`src/rtl/rca_selftest.sv`:
```
// rca_selftest: exhaustive hardware tester for an external WIDTH-bit
// ripple-carry adder. It steps through every {Cin, A, B} combination and
// drives each one onto the adder. It samples the adder's sum and carry-out
// and compares them with an internal reference sum. At the end it reports
// pass/fail, the error count and the first failing vector.
//
// Ports:
//   clk, reset        rising-edge clock; asynchronous active-high reset
//   start             begin a run (accepted only when not busy)
//   A_out/B_out/Cin_out  operands to the adder under test
//   S_in/Cout_in      result returned by the adder under test
//   busy, done, pass  run status; pass valid while done
//   err_count         number of mismatching vectors in this run
//   first_fail_valid  at least one mismatch seen in this run
//   first_fail_vec    vector index {Cin,A,B} of the first mismatch
module rca_selftest #(
  parameter int WIDTH  = 2,
  parameter int SETTLE = 1
) (
  input  logic                 clk,
  input  logic                 reset,
  input  logic                 start,
  output logic [WIDTH-1:0]     A_out,
  output logic [WIDTH-1:0]     B_out,
  output logic                 Cin_out,
  input  logic [WIDTH-1:0]     S_in,
  input  logic                 Cout_in,
  output logic                 busy,
  output logic                 done,
  output logic                 pass,
  output logic [2*WIDTH+1:0]   err_count,
  output logic                 first_fail_valid,
  output logic [2*WIDTH:0]     first_fail_vec
);

  localparam int VW = 2*WIDTH + 1;
  localparam int EW = 2*WIDTH + 2;
  localparam int CW = (SETTLE > 1) ? $clog2(SETTLE) : 1;

  typedef enum logic [1:0] {IDLE, DRIVE, CHECK, DONE} state_t;

  state_t        state, state_nx;
  logic [VW-1:0] v;
  logic [CW-1:0] cnt;
  logic [EW-1:0] errs;
  logic          ffv;
  logic [VW-1:0] ffvec;

  logic [WIDTH:0] exp_sum;
  logic           mismatch;
  logic           last;
  logic           settled;
  logic           launch;

  // Reference sum at WIDTH+1 bits so the carry-out is checked as well
  always_comb begin
    exp_sum  = {1'b0, v[2*WIDTH-1:WIDTH]} + {1'b0, v[WIDTH-1:0]}
             + {{WIDTH{1'b0}}, v[2*WIDTH]};
    mismatch = ({Cout_in, S_in} != exp_sum);
    last     = (v == '1);
    settled  = (cnt == CW'(SETTLE - 1));
  end

  always_comb begin
    state_nx = state;
    busy     = 1'b0;
    done     = 1'b0;
    launch   = 1'b0;
    unique case (state)
      IDLE: begin
        if (start) begin
          launch   = 1'b1;
          state_nx = DRIVE;
        end
      end
      DRIVE: begin
        busy = 1'b1;
        if (settled) state_nx = CHECK;
      end
      CHECK: begin
        busy     = 1'b1;
        state_nx = last ? DONE : DRIVE;
      end
      DONE: begin
        done = 1'b1;
        if (start) begin
          launch   = 1'b1;
          state_nx = DRIVE;
        end
      end
      default: state_nx = IDLE;
    endcase
  end

  always_ff @(posedge clk or posedge reset) begin
    if (reset) begin
      state <= IDLE;
      v     <= '0;
      cnt   <= '0;
      errs  <= '0;
      ffv   <= 1'b0;
      ffvec <= '0;
    end else begin
      state <= state_nx;
      if (launch) begin
        v     <= '0;
        cnt   <= '0;
        errs  <= '0;
        ffv   <= 1'b0;
        ffvec <= '0;
      end else begin
        unique case (state)
          DRIVE: if (!settled) cnt <= cnt + 1'b1;
          CHECK: begin
            if (mismatch) begin
              errs <= errs + 1'b1;
              if (!ffv) begin
                ffv   <= 1'b1;
                ffvec <= v;
              end
            end
            // v parks on the last vector so DONE keeps showing it
            if (!last) begin
              v   <= v + 1'b1;
              cnt <= '0;
            end
          end
          default: ;
        endcase
      end
    end
  end

  assign B_out            = v[WIDTH-1:0];
  assign A_out            = v[2*WIDTH-1:WIDTH];
  assign Cin_out          = v[2*WIDTH];
  assign pass             = done && (errs == '0);
  assign err_count        = errs;
  assign first_fail_valid = ffv;
  assign first_fail_vec   = ffvec;

endmodule

```
`config.mk`:
```
export PLATFORM = sky130hd
export DESIGN_NAME = rca_selftest
export DESIGN_NICKNAME = d
export VERILOG_FILES = /design/src/rtl/rca_selftest.sv
export SDC_FILE = /design/constraint.sdc
export NUM_CORES = 1
export LEC_CHECK = 0
export BUFFER_PORTS_ARGS = -buffer_cell sky130_fd_sc_hd__buf_2
export CAP_MARGIN = 20
export CORE_UTILIZATION = 52
export CTS_CLUSTER_DIAMETER = 40
export DETAILED_ROUTE_END_ITERATION = 10
export GPL_ROUTABILITY_DRIVEN = 0
export GPL_TIMING_DRIVEN = 0
export PLACE_DENSITY_LB_ADDON = 0.1
export SYNTH_ARGS = -nofsm -noshare
export SYNTH_HDL_FRONTEND = slang
export SYNTH_SLANG_ARGS = --single-unit
```
`constraint.sdc`:
```
create_clock -name clk -period 3 [get_ports clk]
set_clock_uncertainty 0.2 [all_clocks]
set_input_delay 0.3 -clock clk [delete_from_list [all_inputs] [get_ports clk]]
set_output_delay 0.3 -clock clk [all_outputs]
set_load 0.02 [all_outputs]
```
==> out/metrics.yaml <==
status:
  status: "complete, no violations"
logic_synthesis:
  avgSynthCellArea_um2: 10.5
  yosys.area.top_type: "dfrtp_1"
  yosysUniqueCellTypes: 27
  synth_cells: 105
  syn_nets: 120
  ys_seq_area_share_pct: 43.3
  synth_area_um2: 1100
  yosysWarnings: 0
  synthTopCellsByArea: "dfrtp_1 (43%), ha_1 (8.0%), nor2_1 (6.8%)"
  synth_top_area_share_pct: 43.3
  ys_ff_latch: 19
power:
  vdd_drop_max_v: 0.000457
  leakage_uw: 0.000643
  combPwrFrac_pct: 51.6
  p_seq_share_pct: 35.4
  internal_power_uw: 556
  p_per_area_nw_per_um2: 805
  total_power_uw: 1040
  p_sw_share_pct: 46.7
  clkPwrFrac_pct: 13.0
  switching_power_uw: 486
worst_setup_path:
  reg2reg_to: "first_fail_vec[2]$_DFFE_PP0P_"
  path_max_fanout: 5
  r2r_start: "v[2]$_DFFE_PP0P_"
  setup.worst_path.class: "reg -> reg"
  path_cells: "inv_1, fa_1, fa_1, xor2_2, a311oi_4, mux2i_1, nor2_1"
  cp-end-kind: "register"
  cp.arrival_ns: 2.77
  critPathBufInv: 1
  cpPeakStageDelay_ns: 0.51
  cpLargestDelayFamily: "adder cells"
  cp-start-kind: "register"
  crit_top_cell: "fa_1"
  reg2reg_setup_slack_ns: 0.21
  reg2reg_depth: 7
  crit_slowest_cell: "a311oi_4"
  required_ns: 2.98
floorplanning:
  die_w_um: 48.0
  fp.dieH_um: 48.0
  num_rows: 16
  pin_count: 26
  fp.coreArea_um2: 1980
  dieArea_um2: 2300
  start_util_pct: 55.4
timing:
  worst_slew_pin_slew_ns: 0.741
  hold_violations: 0
  finalCritPeriodShare_pct: 93.0
  setup_tns_ns: 0
  slew_headroom_pct: 50.5
  maxSlewViolCount: 0
  max_clock_freq_mhz: 358
  finalCriticalPeriod_ns: 2.79
  setup_viol: 0
  rsz0062_at_grt: "no"
clock_network:
  insertion_delay_ns: 0.30
  cts-root-buf: "clkbuf_4"
  path_clk_slew_ns: 0.11
  cts_buffers: 3
  clock_path_buffers: 2
  htreeDepth: 1
  cts_tree: "built"
  clock-sinks: 19
  cts_resized: 0
placed_design:
  dp_cells: 157
  placed_cell_area_um2: 1260
  dp_hpwl_mm: 1.54
  port_buffers: 25
finish:
  fin_nets: 151
  layout-drive-gt1-share_pct: 25.2
  area_delta_synth_final_pct: 17.8
  antenna_cells: 0
  postLayoutCellArea_um2: 1290
  num-fill-cells: 184
  final_core_util_pct: 65.3
  stdcell_count: 162
drt:
  routed_via_density: 5.04
  ant_nets: 0
  drt-pass1-iter-count: 4
  drc: 0
  drt-initial-drc-count: 7
  postRouteWirelength_mm: 2.08
  wl_per_cell_um: 12.8
  vias: 816
grt:
  grt_pass1_vias: 723
  grt_first_pass_wirelength_mm: 3.14
  grt_use_total_pct: 20.6
  antenna_found_initial: 0
  grt-ovfl-total: 0
  grt_max_degree: 20
flow_run:
  maxCapViolCount: 0
hold_path:
  hold-path-cell-count: 3
  whs_endpoint: "state[1]$_DFFE_PP0P_"
  hold_class: "in -> reg"
  hold_start: "start"
worst register-to-register path, cell delays in order, from the launching register on:
cell	delay (ns)
dfrtp_1	0.42
inv_1	0.10
fa_1	0.44
fa_1	0.48
xor2_2	0.21
a311oi_4	0.51
mux2i_1	0.24
nor2_1	0.06
worst max-delay path by stage:
stage	start	end	cells past startpoint
floorplan	v[2]$_DFFE_PP0P_	first_fail_vec[1]$_DFFE_PP0P_	7
global placement	v[2]$_DFFE_PP0P_	first_fail_vec[0]$_DFFE_PP0P_	7
detailed placement	v[0]$_DFFE_PP0P_	first_fail_vec[2]$_DFFE_PP0P_	7
CTS	v[2]$_DFFE_PP0P_	first_fail_vec[2]$_DFFE_PP0P_	7
global route	v[2]$_DFFE_PP0P_	first_fail_vec[3]$_DFFE_PP0P_	7
finish	v[2]$_DFFE_PP0P_	first_fail_vec[2]$_DFFE_PP0P_	7
cells in the final DEF, fill, tap and decap left out, drive strengths merged:
master / count
fa: 2
a311oi: 1
xnor2: 6
a21oi: 3
a21bo: 1
nor2: 20
a32oi: 1
a31oi: 3
dfrtp: 19
dlygate4sd3: 1
inv: 12
nand3b: 1
and3: 1
nand2: 2
clkbuf: 6
nor2b: 2
mux2i: 7
ha: 7
mux2: 1
xor2: 3
nor3: 2
nand4: 4
buf: 26
nand4bb: 1
o21ai: 1
and2: 1
nand3: 1
power by group through the flow:
stage	sequential (uW)	clock (uW)	combinational, uW
after global placement	372	0	529
after CTS	369	138	546
after floorplan	415	0	353
after detailed placement	374	0	544
after global routing	378	147	607
final	369	135	538
what timing repair did:
item / 4_1_cts / 5_1_grt
endpoints found under the hold margin: 19 / 0
hold buffers: 1 / 0
buffers inserted: 0 / 0
layer usage:
layer  wire [um]  part of all wire [%]  global-route usage [%]
met5           0                     0                       0
met4          59                   2.8                    11.7
met3          61                   2.9                    3.40
met2         963                    46                    33.2
met1         995                    48                    26.1
stage by stage:
stage	setup WS (ns)	hold slack [ns]
after global routing	0.0585	0.0922
after detailed placement	0.221	0.263
after floorplan	0.251	0.0511
after CTS	0.190	0.0552
after global placement	0.233	0.247
final	0.209	0.0623
logic make-up after synthesis:
group           count (synthesis)  share of synthesized area [%]
mux                             8                           7.40
simple gates                   35                           15.1
xor+xnor                        9                           9.23
flops                          19                           43.3
buf+inv                        15                           5.12
fa+ha+maj                       9                           11.6
compound gates                 10                           8.20
cell type report:
cell class	instances	area, um2	area share [%]
tap	27	33.8	2.61
inverter	12	45.0	3.48
clock buffer	4	26.3	2.03
buffer	3	11.3	0.870
sequential	19	475	36.8
timing repair buffer	26	135	10.4
multi-input combinational	71	567	43.8
cell usage after synthesis:
cell type  number
a31oi_2         1
fa_1            2
xor2_2          3
ha_1            7
o21ai_0         1
nor2b_1         2
dfrtp_1        19
buf_1           1
clkbuf_1        2
a21oi_1         3
a311oi_4        1
xnor2_1         6
nor2_1         20
nand4_1         4
a31oi_1         2
a32oi_1         1
nand4bb_1       1
and3_1          1
nor3_1          2
mux2i_1         7
and2_1          1
nand3b_1        1
nand3_1         1
nand2_1         2
a21bo_1         1
inv_1          12
mux2_2          1
state kept, by name, indices dropped and copies added (netlist names):
signal and cells:
err_count 6, first_fail_valid 1, first_fail_vec 5, state 2, v 5
No activity file was read; power rests on OpenSTA's default activity.
